$ cat config.mk
export PLATFORM = sky130hd
export DESIGN_NAME = mds_seq
export DESIGN_NICKNAME = d
export VERILOG_FILES = /design/src/rtl/mds_seq.sv
export SDC_FILE = /design/constraint.sdc
export NUM_CORES = 1
export LEC_CHECK = 0
export CAP_MARGIN = 10
export CORE_ASPECT_RATIO = 0.5
export CORE_MARGIN = 8
export CORE_UTILIZATION = 60
export DETAILED_ROUTE_END_ITERATION = 10
export PLACE_DENSITY = 0.85
export SYNTH_ARGS = -nofsm -noshare
export SYNTH_HDL_FRONTEND = slang
export SYNTH_SLANG_ARGS = --single-unit
$ cat constraint.sdc
create_clock -name clk -period 8 [get_ports clk]
set_clock_uncertainty 0.15 [all_clocks]
set_input_delay 0.8 -clock clk [delete_from_list [all_inputs] [get_ports clk]]
set_output_delay 0.8 -clock clk [all_outputs]
set_load 0.02 [all_outputs]
$ cat src/rtl/mds_seq.sv
// Sequential Twofish MDS multiply: folds COLS_PER_CYCLE matrix columns per clock into XOR accumulators.
// Optional build macro MDS_LE_OUT_EN packs out_data little-endian ({z3,z2,z1,z0}).
module mds_seq #(
   parameter logic [8:0] POLY           = 9'h169,
   parameter int         COLS_PER_CYCLE = 1
) (
   input  logic        clk,
   input  logic        rst,
   input  logic        in_valid,
   output logic        in_ready,
   input  logic [7:0]  y0,
   input  logic [7:0]  y1,
   input  logic [7:0]  y2,
   input  logic [7:0]  y3,
   output logic        out_valid,
   input  logic        out_ready,
   output logic [31:0] out_data,
   output logic        busy
);

   generate
      if (!(COLS_PER_CYCLE == 1 || COLS_PER_CYCLE == 2 || COLS_PER_CYCLE == 4)) begin : g_bad_cols
         $error("mds_seq: COLS_PER_CYCLE must be 1, 2 or 4");
      end
      if (POLY[8] != 1'b1) begin : g_bad_poly
         $error("mds_seq: POLY bit 8 must be set");
      end
   endgenerate

   typedef enum logic [1:0] {IDLE, BUSY, DONE} state_t;

   state_t      state;
   logic [1:0]  col;
   logic [7:0]  y_reg    [4];
   logic [7:0]  acc_reg  [4];
   logic [7:0]  acc_next [4];
   logic        last_chunk;
   logic [31:0] packed_next;

   function automatic logic [7:0] gf_mul(input logic [7:0] a, input logic [7:0] b);
      logic [8:0] p;
      logic [8:0] s;
      p = 9'd0;
      s = {1'b0, a};
      for (int i = 0; i < 8; i++) begin
         if (b[i]) p = p ^ s;
         s = s << 1;
         if (s[8]) s = s ^ POLY;
      end
      return p[7:0];
   endfunction

   function automatic logic [7:0] coef(input logic [1:0] r, input logic [1:0] c);
      logic [7:0] m;
      case ({r, c})
         4'h0: m = 8'h01;  4'h1: m = 8'hEF;  4'h2: m = 8'h5B;  4'h3: m = 8'h5B;
         4'h4: m = 8'h5B;  4'h5: m = 8'hEF;  4'h6: m = 8'hEF;  4'h7: m = 8'h01;
         4'h8: m = 8'hEF;  4'h9: m = 8'h5B;  4'hA: m = 8'h01;  4'hB: m = 8'hEF;
         default: begin
            case (c)
               2'd0:    m = 8'hEF;
               2'd1:    m = 8'h01;
               2'd2:    m = 8'hEF;
               default: m = 8'h5B;
            endcase
         end
      endcase
      return m;
   endfunction

   always_comb begin : acc_calc
      logic [1:0] idx;
      idx = col;
      for (int r = 0; r < 4; r++) acc_next[r] = acc_reg[r];
      for (int j = 0; j < COLS_PER_CYCLE; j++) begin
         idx = col + 2'(j);
         for (int r = 0; r < 4; r++) begin
            acc_next[r] = acc_next[r] ^ gf_mul(coef(2'(r), idx), y_reg[idx]);
         end
      end
   end

   assign last_chunk = (({1'b0, col} + 3'(COLS_PER_CYCLE)) == 3'd4);

`ifdef MDS_LE_OUT_EN
   assign packed_next = {acc_next[3], acc_next[2], acc_next[1], acc_next[0]};
`else
   assign packed_next = {acc_next[0], acc_next[1], acc_next[2], acc_next[3]};
`endif

   always_ff @(posedge clk) begin
      if (rst) begin
         state     <= IDLE;
         col       <= 2'd0;
         out_valid <= 1'b0;
         out_data  <= 32'd0;
         for (int i = 0; i < 4; i++) begin
            acc_reg[i] <= 8'd0;
            y_reg[i]   <= 8'd0;
         end
      end else begin
         case (state)
            IDLE: begin
               if (in_valid) begin
                  y_reg[0] <= y0;
                  y_reg[1] <= y1;
                  y_reg[2] <= y2;
                  y_reg[3] <= y3;
                  for (int i = 0; i < 4; i++) acc_reg[i] <= 8'd0;
                  col   <= 2'd0;
                  state <= BUSY;
               end
            end
            BUSY: begin
               for (int i = 0; i < 4; i++) acc_reg[i] <= acc_next[i];
               if (last_chunk) begin
                  // Result is taken from acc_next so the final chunk costs no extra cycle.
                  out_data  <= packed_next;
                  out_valid <= 1'b1;
                  col       <= 2'd0;
                  state     <= DONE;
               end else begin
                  col <= col + 2'(COLS_PER_CYCLE);
               end
            end
            DONE: begin
               if (out_ready) begin
                  out_valid <= 1'b0;
                  state     <= IDLE;
               end
            end
            default: state <= IDLE;
         endcase
      end
   end

   assign in_ready = (state == IDLE);
   assign busy     = (state == BUSY);

endmodule

# After elaboration in Yosys (flattened, before gate mapping)

Memories as Yosys holds them, arrays and structs flattened. A register that Yosys moved wholly into a read port is not among the register bits.
Cells that the tools add are included.

Bits in registers: 37
Bits in latches: 0
RAM bits: 64
ROM bits: 0
Input port bits: 36
Memories: 2

Memories:

| name    | words | bits a word | read ports | clocked after Yosys merged registers in | write ports | RTL line | text |
|---|---|---|---|---|---|---|---|
| acc_reg | 4     | 8           | 4          | 0                                       | 4           | 35       | `logic [7:0] acc_reg [4];` |
| y_reg   | 4     | 8           | 1          | 1                                       | 4           | 34       | `logic [7:0] y_reg [4];` |

Add/sub/neg operators: 2
Multiply operators: 0
Divide/modulo/power cells: 0
Order comparisons: 0
Eq/ne operators: 9
Shift operators: 0
Mux-type cells: 97
Bitwise logic cells: 72
Reductions and logical operators: 12

Operator list:

| cell                | count |
|---|---|
| $mux 8              | 44 |
| $xor 8x8->8         | 32 |
| $mux 7              | 28 |
| $not 4->4           | 28 |
| $pmux 8 s3          | 3 |
| $pmux 8 s2          | 1 |
| $mux 2              | 7 |
| $or 1x1->1          | 12 |
| $mux 1              | 11 |
| $reduce_or 2->1     | 4 |
| $eq 2x2->1 const B  | 3 |
| $pmux 2 s3          | 1 |
| $reduce_and 3->1    | 2 |
| $eq 2x1->1 const B  | 2 |
| $logic_not 2->1     | 2 |
| $ne 2x2->1 const B  | 2 |
| $pmux 2 s2          | 1 |
| $reduce_and 2->1    | 2 |
| $reduce_bool 2->1   | 2 |
| $add 2x1->3 const B | 1 |
| $eq 3x3->1 const B  | 1 |
| $add 2x1->2 const B | 1 |
| $ne 2x1->1 const B  | 1 |
| $pmux 1 s2          | 1 |

# Logic depth before layout (Yosys ltp)

Depth in word-level cells: 21
Gate-level depth with buffers: 13

# Worst setup path before layout

No wires, ideal clock.

Path kind: register to register
From: reg with a tool-made name
To: reg out_data[18]
Data arrival time: 3.034 ns
Setup slack: 4.745 ns
Stages on the path, launching flop included: 12
Cells stage by stage: dfxtp_1 buf_6 mux4_2 clkbuf_1 fa_1 o21ai_1 ha_1 xnor2_1 xnor2_1 xnor2_1 or2_1 a21oi_1

RTL lines:

| item                   | RTL line | text |
|---|---|---|
| end signal: assignment | 118      | `out_data <= packed_next;` |
| end: declaration       | 17       | `output logic [31:0] out_data,` |

==> summary.txt <==
Run status
  – Status: completed

Floorplan
  – Row count: 26
  – # IOs: 71
  – Die Wd: 159 µm
  – Core Region: 0.0101 mm²
  – Height of the die: 87.6 µm
  – Initial Utilization: 0.610
  – Die area: 0.0139 mm²

Layout
  – Final design utilization: 0.713
  – Fillcell total: 752
  – Post-layout nets: 720
  – Antenna diodes: 0
  – Layout area overhead: 17.0%
  – Share of layout cells above drive strength 1: 0.0560

Timing
  – Final worst-path cycle share: 0.456
  – Post-Route Setup TNS: 0 ps
  – Setup ws final: 4350 ps
  – Worst slew pin tran: 1160 ps
  – Final hold viol count: 0
  – Slew HR: 0.226
  – Max Slew Vio Count: 0
  – Shortest period the worst path allows: 3650 ps
  – Hold WS: 307 ps
  – Unrepaired setup endpoints after global routing: no
  – Setup violators final: 0
  – FMAX: 274 MHz

Logic synthesis
  – Count of cell types in the netlist: 54
  – Avg Cell Area, Syn: 10.2 µm²
  – Most common cell in the netlist: xnor2_1
  – Top cells by count, synth: xnor2_1, nor2_1, edfxtp_1, nand2_1, dfxtp_1
  – Ys async rst share: 0
  – Syn_nets: 669
  – Synth Warn #: 0
  – Predominant post-synthesis flop cell: edfxtp_1
  – Synth top area share: 0.274
  – Post-synth EDFFs: 56
  – Synth top area cells: edfxtp_1, dfxtp_1, xnor2_1
  – Yosys reg bits: 103
  – Register area share after synthesis: 0.427
  – Post-Syn Area: 0.00615 mm²
  – Gate Count Post-Synth: 605
  – Most area-hungry cell type in the Yosys netlist: edfxtp_1

Critical path
  – Max Fanout on Critical Path: 17
  – CP peak stage delay: 800 ps
  – Startpoint types: flop
  – CP endpoint kind: flop
  – Arrival @ worst endpoint: 3760 ps
  – Critical path class: reg2reg
  – Sequence of cells on the critical path: mux4_2 > inv_1 > ha_1 > nor2_1 > or3_1 > a211oi_1 > o21ai_0 > a311oi_2
  – Critical-path top delay cell: dfxtp_1
  – CP required: 8120 ps

Detailed routing
  – Drc violations: 0
  – DR iter-0 viols: 277
  – DR pass1 iterations: 5
  – Avg WL per Cell: 17.4 µm
  – Avg Vias per Cell: 5.54
  – DR vias: 4437
  – WL final: 13900 µm
  – Post-route ant nets: 0

Clock network
  – Root Driver: clkbuf_16
  – CTS resizes: 0
  – CTS buffer count: 9
  – Clk buf depth: 2
  – H-tree depth: 3
  – CTS Hold Buffers Added: 0
  – CTS tree: yes
  – Clock Sinks: 103
  – Number of setup buffers added after CTS: 0
  – Worst-Skew Late Latency: 350 ps
  – Clock Pin Slew Worst Setup and Hold Paths: 70 ps

Placement
  – Place WS: 4390 ps
  – Placer congestion estimate: 0.876
  – Post-detail-place hpwl: 9760 µm
  – Port-buffer cells: 70

Global routing
  – Initial antenna violation count: 0
  – First-pass GRT wire length: 22800 µm
  – GRT overflow: 0
  – Total track usage: 0.204
  – Vias in the first global route: 4458
  – Pin count of the biggest net entering global routing: 44

Run
  – Maxcap violations: 0

Power
  – Power consumption: 1.51 mW
  – Static Leakage: 2.59 nW
  – VDD IR max: 0.128 mV
  – Pwr/cell area: 211 mW/mm²

Worst hold path
  – Hold Crit Class: reg2reg
  – Worst Min Path Start: out_data[2]$_SDFFE_PP0P_
==> final timing paths <==
check	endpoint	slack (ps)	cells after the start
hold reg to reg	out_data[2]$_SDFFE_PP0P_	310	2
setup / recovery	out_data[14]$_SDFFE_PP0P_	4350	8
setup reg to reg	out_data[14]$_SDFFE_PP0P_	4350	8
hold / removal	out_data[2]$_SDFFE_PP0P_	310	2
==> worst max-delay path, delay by kind of cell (launching register included) <==
kind                       cells  cell delay (ps)
adders and majority gates      1              220
buffers and inverters          1              300
AOI/OAI and AO/OA              3              870
muxes                          1              800
DFF                            1              800
and+or+nand+nor                2              420
==> placed cells by master (no fill, tap or decap), types with 2 or more instances in the layout <==
cell,n
mux4_2,9
clkbuf_16,9
a22o_1,2
xnor3_1,3
edfxtp_1,56
ha_1,26
clkinvlp_2,2
a21oi_1,20
nand2_1,50
o21ai_1,6
o211ai_1,2
xnor2_1,99
dfxtp_1,47
nand3b_1,8
and2_1,36
inv_1,13
mux2i_1,6
clkdlybuf4s50_1,70
nor2_2,2
buf_4,4
o21ai_0,13
nor3_1,3
a211oi_1,17
xor2_1,16
a21bo_2,2
a22oi_1,2
or3_1,3
nor2_1,67
fa_1,2
nand2b_1,21
nand3_1,2
nor2b_1,17
==> area by class of cell <==
type,count,area (µm²),share of cell area
Tap cell,140,175,0.0244
Clock buffer,10,229,0.0318
Multi-Input combinational cell,455,3330,0.462
Sequential cell,103,2620,0.365
Clock inverter,6,61.3,0.00852
Timing Repair Buffer,74,731,0.102
Inverter,13,48.8,0.00678
==> cells by family (layout without fill, tap and decap cells) <==
group,after synthesis,count (layout),synth area share
AND/OR/NAND/NOR,214,214,0.171
adder cells (fa/ha/maj),28,28,0.0594
buffers and inverters,47,103,0.0328
flip-flops,103,103,0.427
AO/OA/AOI/OAI,77,77,0.0820
multiplexers,17,17,0.0489
XOR/XNOR,119,119,0.179
==> layer usage <==
metal	up-vias	routed length (µm)	share of wire	global-route usage
li1	2136	-	-	-
met1	2139	6100	0.44	0.254
met2	139	6760	0.49	0.350
met3	23	775	0.056	0.0511
met4	0	267	0.019	0.0629
met5	-	0	0	0
==> report_power, final <==
part | internal (mW) | leakage [nW] | switching, mW
logic | 0.211 | 1.46 | 0.244
clock network | 0.241 | 0.135 | 0.196
registers | 0.598 | 0.998 | 0.0235
==> through the flow <==
step,instances,instance area [µm²]
after global placement,785,6900
after global routing,801,7190
after floorplan,605,6150
after CTS,801,7190
final,801,7190
after detailed placement,785,6900
(Power assumes the default switching activity.)
